--- src/rtl/xy_change_logger.sv ---
// Timestamps every change of the {x,y} pair and queues {time,x,y} events in a
// first-word-fall-through FIFO read through a valid/ready port.
module xy_change_logger #(
  parameter int TS_WIDTH   = 16,
  parameter int DEPTH_LOG2 = 3
) (
  input  logic                  clk,
  input  logic                  reset,
  input  logic                  x_in,
  input  logic                  y_in,
  output logic                  evt_valid,
  input  logic                  evt_ready,
  output logic [TS_WIDTH-1:0]   evt_time,
  output logic                  evt_x,
  output logic                  evt_y,
  output logic [DEPTH_LOG2:0]   count,
  output logic                  overflow,
  output logic [7:0]            drop_count
);

  localparam int DEPTH   = 1 << DEPTH_LOG2;
  localparam int ENTRY_W = TS_WIDTH + 2;
  localparam logic [DEPTH_LOG2:0] FULL_CNT = (DEPTH_LOG2 + 1)'(DEPTH);

  localparam logic [0:0] ST_INIT = 1'b0;
  localparam logic [0:0] ST_RUN  = 1'b1;

  function automatic logic [7:0] sat_inc8(input logic [7:0] v);
    return (v == 8'hff) ? v : v + 8'd1;
  endfunction

  logic [0:0]            state;
  logic [1:0]            prev_xy;
  logic [TS_WIDTH-1:0]   ts;
  logic [DEPTH_LOG2-1:0] rd_ptr;
  logic [DEPTH_LOG2-1:0] wr_ptr;
  logic [DEPTH_LOG2:0]   count_r;
  logic                  overflow_r;
  logic [7:0]            drop_r;
  logic [ENTRY_W-1:0]    mem [DEPTH];

  logic [1:0]            cur_xy;
  logic                  push_req;
  logic                  pop;
  logic                  full;
  logic                  push_ok;
  logic                  drop;
  logic [DEPTH_LOG2:0]   count_next;
  logic [ENTRY_W-1:0]    head;

  assign cur_xy   = {x_in, y_in};
  assign push_req = (state == ST_INIT) || (cur_xy != prev_xy);
  assign full     = (count_r == FULL_CNT);
  assign pop      = evt_valid && evt_ready;
  // A full FIFO still takes a push when the head leaves on the same edge.
  assign push_ok  = push_req && (!full || pop);
  assign drop     = push_req && full && !pop;
  assign count_next = count_r + {{DEPTH_LOG2{1'b0}}, push_ok}
                              - {{DEPTH_LOG2{1'b0}}, pop};

  always_ff @(posedge clk) begin
    if (reset) begin
      state      <= ST_INIT;
      prev_xy    <= 2'b00;
      ts         <= '0;
      rd_ptr     <= '0;
      wr_ptr     <= '0;
      count_r    <= '0;
      overflow_r <= 1'b0;
      drop_r     <= 8'd0;
    end else begin
      state   <= ST_RUN;
      ts      <= ts + 1'b1;
      count_r <= count_next;
      // prev_xy follows the input even for dropped events.
      if (push_req) prev_xy <= cur_xy;
      if (push_ok)  wr_ptr  <= wr_ptr + 1'b1;
      if (pop)      rd_ptr  <= rd_ptr + 1'b1;
      if (drop) begin
        overflow_r <= 1'b1;
        drop_r     <= sat_inc8(drop_r);
      end
    end
  end

  // Storage array holds data only and is never reset.
  always_ff @(posedge clk) begin
    if (!reset && push_ok) mem[wr_ptr] <= {ts, cur_xy};
  end

  // Output stage: head gated to zero while empty so nothing reads back X.
  assign head       = mem[rd_ptr];
  assign evt_valid  = (count_r != '0);
  assign evt_time   = evt_valid ? head[ENTRY_W-1:2] : '0;
  assign evt_x      = evt_valid ? head[1] : 1'b0;
  assign evt_y      = evt_valid ? head[0] : 1'b0;
  assign count      = count_r;
  assign overflow   = overflow_r;
  assign drop_count = drop_r;

endmodule

--- config.mk ---
export PLATFORM = sky130hd
export DESIGN_NAME = xy_change_logger
export DESIGN_NICKNAME = d
export VERILOG_FILES = /design/src/rtl/xy_change_logger.sv
export SDC_FILE = /design/constraint.sdc
export NUM_CORES = 1
export LEC_CHECK = 0
export CORE_MARGIN = 3
export CORE_UTILIZATION = 50
export CTS_CLUSTER_SIZE = 40
export DETAILED_ROUTE_END_ITERATION = 8
export PLACE_DENSITY = 0.79
export SYNTH_ARGS = -nofsm -noshare
export SYNTH_HDL_FRONTEND = slang
export SYNTH_SLANG_ARGS = --single-unit
--- constraint.sdc ---
create_clock -name clk -period 2.95 [get_ports clk]
set_input_delay 0.295 -clock clk [delete_from_list [all_inputs] [get_ports clk]]
set_output_delay 0.295 -clock clk [all_outputs]
set_load 0.03 [all_outputs]
==> results of run 1 <==
## per-layer routing
metal / vias up / track usage, % / part of all wire (%)
met5: - / 0 / 0
met4: 0 / 5.24 / 0.99
met3: 10 / 4.22 / 5.8
met2: 112 / 30.0 / 53
met1: 1884 / 22.6 / 41
li1: 1756 / - / -
## cells in the mapped netlist (all sizes together)
master and instances:
nor2 53, buf 11, nand4b 1, and3 3
mux4 36, or4 1, o31ai 1, nand3b 1
and2 3, o21ai 6, fa 1, a21o 2
mux2i 20, inv 10, nand2b 4, nor4 2
nor3 5, nand4 3, dfxtp 41, and4 3
edfxtp 144, nand3 10, nand2 8, and4b 1
nor2b 5, clkbuf 6, xnor2 13, xor2 8
ha 9, a21oi 10, nor4b 2, or3 6
## cell type report
cell class	instances	area [um^2]	share of cell area, %
Clock buffer	19	433	5.04
Clock inverter	13	145	1.69
Inverter	10	37.5	0.437
Timing Repair Buffer	55	541	6.29
Tap cell	180	225	2.62
Multi-Input combinational cell	217	2070	24.0
Sequential cell	185	5150	59.9
## state kept, by name, indices dropped and copies added (netlist names), named ones only
signal / count
count: 4
drop_count: 8
mem: 144
overflow: 1
prev_xy: 2
rd_ptr: 3
state: 1
ts: 16
wr_ptr: 3
## how the worst max path moves through the flow
stage,from,end,slack [ps],depth (start not counted)
floorplan,count[2],mem[4][0],150,7
global placement,y_in,mem[0][15],470,7
detailed placement,y_in,mem[0][11],410,7
CTS,flip-flop,evt_time[12],90,5
global route,flip-flop,evt_time[11],40,5
finish,flip-flop,evt_time[11],180,5
## cells by family (layout without fill, tap and decap cells)
| logic type | Yosys count | count (layout) | share of synthesized area, % |
|---|---|---|---|
| buffers and inverters | 27 | 97 | 1.71 |
| AO/OA/AOI/OAI | 19 | 19 | 1.40 |
| flip-flops | 185 | 185 | 70.2 |
| XOR/XNOR | 21 | 21 | 2.51 |
| AND/OR/NAND/NOR | 111 | 111 | 8.60 |
| adder cells (fa/ha/maj) | 10 | 10 | 1.81 |
| multiplexers | 56 | 56 | 13.8 |
## cell usage in the layout (no fill, tap or decap), types with 3 or more instances in the layout
cell             count
mux2i_1             20
inv_6                3
nor2_1              52
or3_1                5
nand2b_1             3
and4_1               3
dfxtp_1             40
a21oi_1             10
edfxtp_1           144
o21ai_0              6
clkdlybuf4s50_1     34
ha_1                 9
xor2_1               8
xnor2_1             13
and2_1               3
nor3_2               3
inv_1               10
nand2_1              8
and3_1               3
buf_4               17
clkbuf_16           17
clkinv_2             3
nand3_1              8
mux4_2              36
nor2b_1              5
## worst register-to-register path, delay by kind of cell (launching register included)
kind                       cells  cell delay, ps
AOI/OAI and AO/OA              1             170
adders and majority gates      3             780
buffers and inverters          4             570
DFF                            1             310
and+or+nand+nor                3             390
## power breakdown
group	leakage, nW	switching (mW)	internal [mW]
Combinational	0.890	1.28	1.05
Sequential	1.67	0.121	3.07
Clock	0.280	0.914	1.26
Total	2.84	2.31	5.38
## through the flow
step | worst slack, ps | hold slack, ps | std cells | instance area (um^2) | power (mW)
floorplan | 145 | 370 | 429 | 7340 | 4.82
global placement | 470 | 462 | 647 | 8000 | 5.56
detailed placement | 413 | 475 | 647 | 8000 | 5.61
CTS | 92.3 | 484 | 679 | 8580 | 7.78
global route | 44.7 | 517 | 679 | 8590 | 8.06
finish | 181 | 484 | 679 | 8590 | 7.69
==> summary.txt, run 1 <==
Total CTS buffers - 17
Post-Syn Area - 0.00733 mm^2
Setup TNS - 0 ps
Post-CTS setup buffer count - 0
CP peak stage delay - 600 ps
CP Data Required Time - 2650 ps
Worst vdd ir - 0.442 mV
Initial drt markers - 289
Vias in the first global route - 4128
Max Cap Viol - 0
Static Leakage - 2.84 nW
CP max stage cell - clkdlybuf4s50_1
Post-Route WL - 13100 um
Drt wl/cell - 19.3 um
Least-Margin Pin Slew - 554 ps
Post-layout net count - 501
Critical Path Start Type - flip-flop
Clk pin slew, worst setup/hold paths - 70 ps
Core ar. - 0.0141 mm^2
Clk Latency, worst-skew pair - 410 ps
Slew HR - 63.0%
Flop-to-flop setup slack - 590 ps
Final ANT Viol Nets - 0
RSZ-0062 raised after global routing - no
Final Skew - 7.77 ps
DR pass1 iterations - 4
Via count - 3762
Crit path kind - flip-flop to primary output
Die Ht - 127 um
IO Port Bufs - 36
Number of vias per cell - 5.54
Die area - 0.0162 mm^2
Yosys top cell area share - 59.0%
Final Setup Violations - 0
H-tree depth - 4
Sequential cell area fraction in the yosys report - 70.2%
Rows - 43
Worst path buffer plus inverter count - 2
Cells along the critical path - buf_16 > mux4_2 > mux2i_1 > nor2_1 > clkdlybuf4s50_1
Synth area leader - edfxtp_1
Hold Buf Count CTS - 0
Starting Density - 52.0%
Fin util - 61.0%
P per Cell Area - 895 mW/mm^2
Crit-path max FO - 36
CTS tree - built
Layout cells sized above 1 - 20.0%
Outcome - finished clean
Post-synthesis register bit count - 185
GPL Wtd Cong - 0.765
Syn Inst Count - 429
Reg-to-Reg End - count[1]
Syn_area_per_cell - 17.1 um^2
Ys Warns - 0
GR Util All Layers - 17.6%
Largest net degree at the start of global routing - 37
Fill cell count - 1022
Crit path capture type - primary output
Dpl hpwl - 8160 um
Worst min-delay path class - flip-flop to flip-flop
R2R depth - 11
Cell family with most CP delay - buffers and inverters
Residual DRC - 0
Worst hold path stage count - 2
Cts repair resizes - 0
Tmin final - 2770 ps
Area delta synth->final - 17.2%
Max Root-Sink Buffers - 2
Hold Startpoint - rd_ptr[1]
Tcrit/Tclk final - 93.9%
Data arrival time of the worst path - 2470 ps
Max Clk Rate - 0.361 GHz
Num Clock Sinks - 185
Chip width - 127 um
Final slew viol count - 0
Unique cell type count in the Yosys netlist - 43
I/O Pins - 37
Initial antenna violation count - 0
Largest cells by area after synthesis - edfxtp_1 (59%), dfxtp_1 (11%), mux4_2 (11%)
First-pass GRT wire length - 21600 um
Fin. Hold Viols - 0
RR Startpoint - count[2]
CTS Root Cell - clkbuf_16
Syn Nets - 444
Diodes inserted - 0
Grt ovf - 0
Power figures use the tool's default switching activity.
==> run 2, diff against run 1 <==
- CORE_ASPECT_RATIO: default -> 2
- GPL_TIMING_DRIVEN: default -> 0
==> summary.txt, run 2 (synthesis gave the netlist of run 1 again) <==
Worst path buffer plus inverter count - 3 (was 2)
Post-layout net count - 507 (was 501)
Post-Route WL - 14300 um (was 13100 um)
Met2 WL - 8310 um (was 6890 um)
Setup WS pre-CTS - -192 ps (was 413 ps)
Initial drt markers - 270 (was 289)
GPL Wtd Cong - 0.775 (was 0.765)
Layout cells sized above 1 - 21.2% (was 20.0%)
Number of vias per cell - 5.49 (was 5.54)
Wire length on met3 - 508 um (was 756 um)
Die Ht - 177 um (was 127 um)
First-pass GRT wire length - 23200 um (was 21600 um)
Core ar. - 0.0144 mm^2 (was 0.0141 mm^2)
IO Port Bufs - 36 (unchanged)
Starting Density - 51.1% (was 52.0%)
Total power - 7.82 mW (was 7.69 mW)
Tmin final - 2830 ps (was 2770 ps)
Total CTS buffers - 17 (unchanged)
Worst setup margin - 116 ps (was 181 ps)
Diodes inserted - 0 (unchanged)
Final slew viol count - 0 (unchanged)
Chip width - 91.6 um (was 127 um)
Worst vdd ir - 0.716 mV (was 0.442 mV)
Rows - 62 (was 43)
H-tree depth - 4 (unchanged)
RR Startpoint - count[2] (unchanged)
Most frequent cells in the layout - edfxtp_1 (144), nor2_1 (46), dfxtp_1 (41) (was edfxtp_1 (144), nor2_1 (52), dfxtp_1 (40))
Post-route non-filler standard cell count - 697 (was 679)
Post-DP Area - 0.00808 mm^2 (was 0.00800 mm^2)
Cell family with most CP delay - buffers and inverters (unchanged)
DR pass1 iterations - 4 (unchanged)
Tcrit/Tclk final - 96.1% (was 93.9%)
Outcome - finished clean (unchanged)
Vias in the first global route - 4123 (was 4128)
RSZ-0062 raised after global routing - no (unchanged)
Max Clk Rate - 0.353 GHz (was 0.361 GHz)
Initial antenna violation count - 0 (unchanged)
Slew HR - 53.9% (was 63.0%)
Num Clock Sinks - 185 (unchanged)
Final Cell Area - 0.00871 mm^2 (was 0.00859 mm^2)
Commonest non-fill, non-tap cell in the layout - edfxtp_1 (unchanged)
Via count - 3829 (was 3762)
Hold Startpoint - overflow (was rd_ptr[1])
Clk pin slew, worst setup/hold paths - 60 ps (was 70 ps)
Hold Buf Count CTS - 0 (unchanged)
Max Cap Viol - 0 (unchanged)
Final ANT Viol Nets - 0 (unchanged)
Length of routed wiring on met1 - 5090 um (was 5330 um)
Grt ovf - 0 (unchanged)
GR Util All Layers - 19.2% (was 17.6%)
Crit path capture type - primary output (unchanged)
Least-Margin Pin Slew - 690 ps (was 554 ps)
Max reg flops - 144 (unchanged)
Final Skew - 7.88 ps (was 7.77 ps)
P per Cell Area - 898 mW/mm^2 (was 895 mW/mm^2)
Critical Path Start Type - flip-flop (unchanged)
Largest net degree at the start of global routing - 17 (was 37)
I/O Pins - 37 (unchanged)
Cells along the critical path - buf_4 > buf_6 > mux4_2 > mux2i_1 > nor2_1 > clkdlybuf4s50_1 (was buf_16 > mux4_2 > mux2i_1 > nor2_1 > clkdlybuf4s50_1)
Area delta synth->final - 18.8% (was 17.2%)
CP Data Required Time - 2650 ps (about the same)
Die area - 0.0162 mm^2 (about the same)
Final Setup Violations - 0 (unchanged)
Crit path kind - flip-flop to primary output (unchanged)
Dpl cells - 665 (was 647)
WHS - 495 ps (was 484 ps)
Fin. Hold Viols - 0 (unchanged)
CTS Root Cell - clkbuf_16 (unchanged)
Area of the multi-input gates - 0.00209 mm^2 (was 0.00207 mm^2)
Setup TNS - 0 ps (unchanged)
Fin util - 60.7% (was 61.0%)
Max Root-Sink Buffers - 2 (unchanged)
Data arrival time of the worst path - 2540 ps (was 2470 ps)
Fill cell count - 998 (was 1022)
Crit-path max FO - 10 (was 36)
Reg area - 0.00514 mm^2 (was 0.00515 mm^2)
CP max stage cell - clkdlybuf4s50_1 (unchanged)
Dpl hpwl - 9390 um (was 8160 um)
Residual DRC - 0 (unchanged)
Clk Latency, worst-skew pair - 420 ps (was 410 ps)
DR top layer - met4 (unchanged)
CP peak stage delay - 600 ps (about the same)
Static Leakage - 2.94 nW (was 2.84 nW)
CTS tree - built (unchanged)
Reg with most FFs - mem (unchanged)
Drt wl/cell - 20.5 um (was 19.3 um)
Worst min-delay path class - flip-flop to flip-flop (unchanged)
## run 2: changes by cell type in the layout (fill, tap and decap cells not counted), sizes merged
cell and delta:
dlymetal6s2s +6, clkdlybuf4s50 -6, clkbuf +6, inv -1, clkdlybuf4s15 +1, buf -1
clkinvlp +1
## run 2: final cells by class
type	instances	area share, %
clock buffer	19	5.09
tap	192	2.76
clock inverter	13	1.65
inverter	10	0.431
timing repair buffer	44	5.66
multi-input combinational	217	24.0
sequential	185	59.1
buffer	17	1.31
## run 2: what timing repair did
| action | in CTS | in global routing |
|---|---|---|
| gates cloned | 0 | 0 |
| setup endpoints to repair | 18 | 12 |
| resized for setup | 9 | 10 |
| buffers inserted | 0 | 0 |
## run 2: path summary, 6_finish.rpt
path | end | slack (ps) | cells past startpoint
worst min register to register | overflow | 500 | 2
worst min-delay path | overflow | 500 | 2
worst max-delay path | evt_time[15] | 120 | 6
worst max register to register | mem[4][11] | 290 | 8
## run 2: report_power, final
part | total [mW] | switching, mW | leakage (nW) | internal (mW)
sequential | 3.18 | 0.116 | 1.67 | 3.07
clock | 2.22 | 0.945 | 0.278 | 1.28
combinational | 2.41 | 1.34 | 0.985 | 1.07
## run 2: worst reg2reg max path, cell delays in order, from the launching register on
cell and delay [ps]:
dfxtp_1 340, inv_1 80, ha_1 220, nand2b_1 150, nand3_2 240, nand2b_4 110, or3_4 390, nor2_2 570
buf_6 250
## run 2: metal layers
metal	GRT usage, %	vias to the layer above
li1	-	1769
met1	21.9	1947
met2	35.0	92
met3	3.15	21
met4	8.44	0
met5	0	-
==> run 3, diff against run 2 <==
- CAP_MARGIN: default -> 5
- CORE_ASPECT_RATIO: 2 -> 0.7
- PLACE_DENSITY: 0.79 -> 0.76
- clock period: 2.95 -> 3.1 ns (I/O delays scaled with it)
==> summary.txt, run 3 (synthesis gave the netlist of run 1 again) <==
Post-route non-filler standard cell count - 696 (was 697)
Most used routing layer - met2 (unchanged)
Initial drt markers - 245 (was 270)
IO Port Bufs - 36 (unchanged)
Core ar. - 0.0141 mm^2 (was 0.0144 mm^2)
R2R depth - 8 (unchanged)
Layout cells sized above 1 - 21.9% (was 21.2%)
GRT met3 Usage - 4.25% (was 3.15%)
Reg with most FFs - mem (unchanged)
CP Data Required Time - 2790 ps (was 2650 ps)
Max Clk Rate - 0.334 GHz
Starting Density - 51.8% (was 51.1%)
Least-Margin Pin Slew - 656 ps (was 690 ps)
Final ANT Viol Nets - 0 (unchanged)
Internal - 5.30 mW (was 5.42 mW)
Final slew viol count - 0 (unchanged)
Vias in the first global route - 4154 (was 4123)
Diodes inserted - 0 (unchanged)
Commonest non-fill, non-tap cell in the layout - edfxtp_1 (unchanged)
Crit-path max FO - 10 (unchanged)
Static Leakage - 2.88 nW (was 2.94 nW)
P per Cell Area - 871 mW/mm^2 (was 898 mW/mm^2)
Reg-to-Reg End - mem[2][11] (was mem[4][11])
Flop-to-flop setup slack - 540 ps (was 290 ps)
Slew HR - 56.2% (was 53.9%)
Post-layout net count - 508 (was 507)
Num Clock Sinks - 185 (unchanged)
Most frequent cells in the layout - edfxtp_1 (144), nor2_1 (46), dfxtp_1 (41) (unchanged)
CTS tree - built (unchanged)
Tmin final - 2990 ps
Post-Route WL - 14600 um (was 14300 um)
Sequential power share - 39.5% (was 40.7%)
RR Startpoint - count[2] (unchanged)
Hold worst-path end - state (was overflow)
Outcome - finished clean (unchanged)
Data arrival time of the worst path - 2680 ps (was 2540 ps)
Critical Path Start Type - flip-flop (unchanged)
Crit path capture type - primary output (unchanged)
Tcrit/Tclk final - 96.6%
Dpl cells - 664 (was 665)
DR pass1 iterations - 5 (was 4)
GPL Wtd Cong - 0.768 (was 0.775)
Via count - 3916 (was 3829)
Total CTS buffers - 17 (unchanged)
Area delta synth->final - 19.6% (was 18.8%)
Largest net degree at the start of global routing - 17 (unchanged)
Die Ht - 107 um (was 177 um)
Net Switching - 2.34 mW (was 2.40 mW)
Max Root-Sink Buffers - 2 (unchanged)
Worst vdd ir - 0.357 mV (was 0.716 mV)
WHS - 476 ps (was 495 ps)
Switching share of power - 30.7% (about the same)
First-pass GRT wire length - 23200 um (about the same)
RSZ-0062 raised after global routing - yes (was no)
Max Cap Viol - 0 (unchanged)
GR Util All Layers - 19.7% (was 19.2%)
Rows - 36 (was 62)
Crit path kind - flip-flop to primary output (unchanged)
Number of vias per cell - 5.63 (was 5.49)
Clock Power Share - 29.2% (was 28.4%)
M2 GR Usage - 30.9% (was 35.0%)
Max reg flops - 144 (unchanged)
CTS Root Cell - clkbuf_16 (unchanged)
Die area - 0.0162 mm^2 (about the same)
Fill cell count - 1022 (was 998)
Chip width - 151 um (was 91.6 um)
Grt ovf - 0 (unchanged)
Final Skew - 9.96 ps (was 7.88 ps)
Fin util - 62.0% (was 60.7%)
Worst min-delay path class - input port to flip-flop (was flip-flop to flip-flop)
Fin. Hold Viols - 0 (unchanged)
Gate power share - 31.3% (was 30.9%)
Initial antenna violation count - 0 (unchanged)
Post-CTS setup buffer count - 0 (unchanged)
H-tree depth - 4 (unchanged)
Final Setup Violations - 0 (unchanged)
Drt wl/cell - 21.0 um (was 20.5 um)
Met1 usage - 27.5% (was 21.9%)
I/O Pins - 37 (unchanged)
Hold Startpoint - reset (was overflow)
Residual DRC - 0 (unchanged)
Setup TNS - 0 ps (unchanged)
Dpl hpwl - 9270 um (was 9390 um)
Hold Buf Count CTS - 0 (unchanged)
Worst hold path stage count - 2 (unchanged)
Clk Latency, worst-skew pair - 420 ps (about the same)
Clk pin slew, worst setup/hold paths - 70 ps (was 60 ps)
[run 3: changes by cell type in the layout (fill, tap and decap cells not counted), moves of 2 or more]
cell and change:
buf_16 +3, buf_8 -2, clkdlybuf4s50_1 +8, clkinv_2 +2
clkinvlp_4 -2, dlymetal6s2s_1 -8
[run 3: worst max path at each step]
stage | start | to
6_report | flip-flop | evt_time[15]
5_1_grt | flip-flop | evt_time[15]
4_1_cts | flip-flop | evt_time[15]
3_5_place_dp | y_in | mem[2][10]
3_3_place_gp | y_in | mem[2][11]
2_1_floorplan | count[2] | mem[2][0]
[run 3: per-stage QoR]
step                      power, mW  area (um^2)  worst slack [ps]
after global placement         5.30         7930             -1510
final                          7.64         8770               107
after CTS                      7.68         8760              38.8
after global routing           7.98         8770             -21.6
after floorplan                4.58         7330              27.0
after detailed placement       5.44         8120              26.3
[run 3: layout make-up]
cell class	count	area [um^2]	area share [%]
multi-input cells	217	2090	23.8
clock buffers	19	453	5.17
flip-flops and latches	185	5140	58.7
plain buffers	17	113	1.28
well taps	190	238	2.71
repair buffers	45	526	5.99
clock inverters	13	165	1.88
inverters	10	37.5	0.428
[run 3: worst max-delay path, cell delays in order, from the launching register on]
cell and delay [ps]:
dfxtp_1 310, buf_4 210, buf_6 240, mux4_2 560
mux2i_2 270, nor2_1 70, clkdlybuf4s50_1 590
[run 3: power by group through the flow]
stage | Combinational [mW] | Sequential (mW) | Clock, mW
after global routing | 2.57 | 3.05 | 2.36
final | 2.39 | 3.02 | 2.23
after global placement | 2.24 | 3.06 | 0
after CTS | 2.40 | 3.02 | 2.25
after floorplan | 1.48 | 3.10 | 0
after detailed placement | 2.37 | 3.07 | 0
[run 3: metal layers]
metal / up-vias / routed length, um
met5: - / 0
met4: 0 / 176
met3: 16 / 815
met2: 136 / 7090
met1: 1993 / 6520
li1: 1771 / -
[run 3: timing repair]
action                                 CTS  global route
resized for setup                        7             5
setup endpoints to repair               18             7
endpoints found under the hold margin    0             0
gates cloned                             0             0
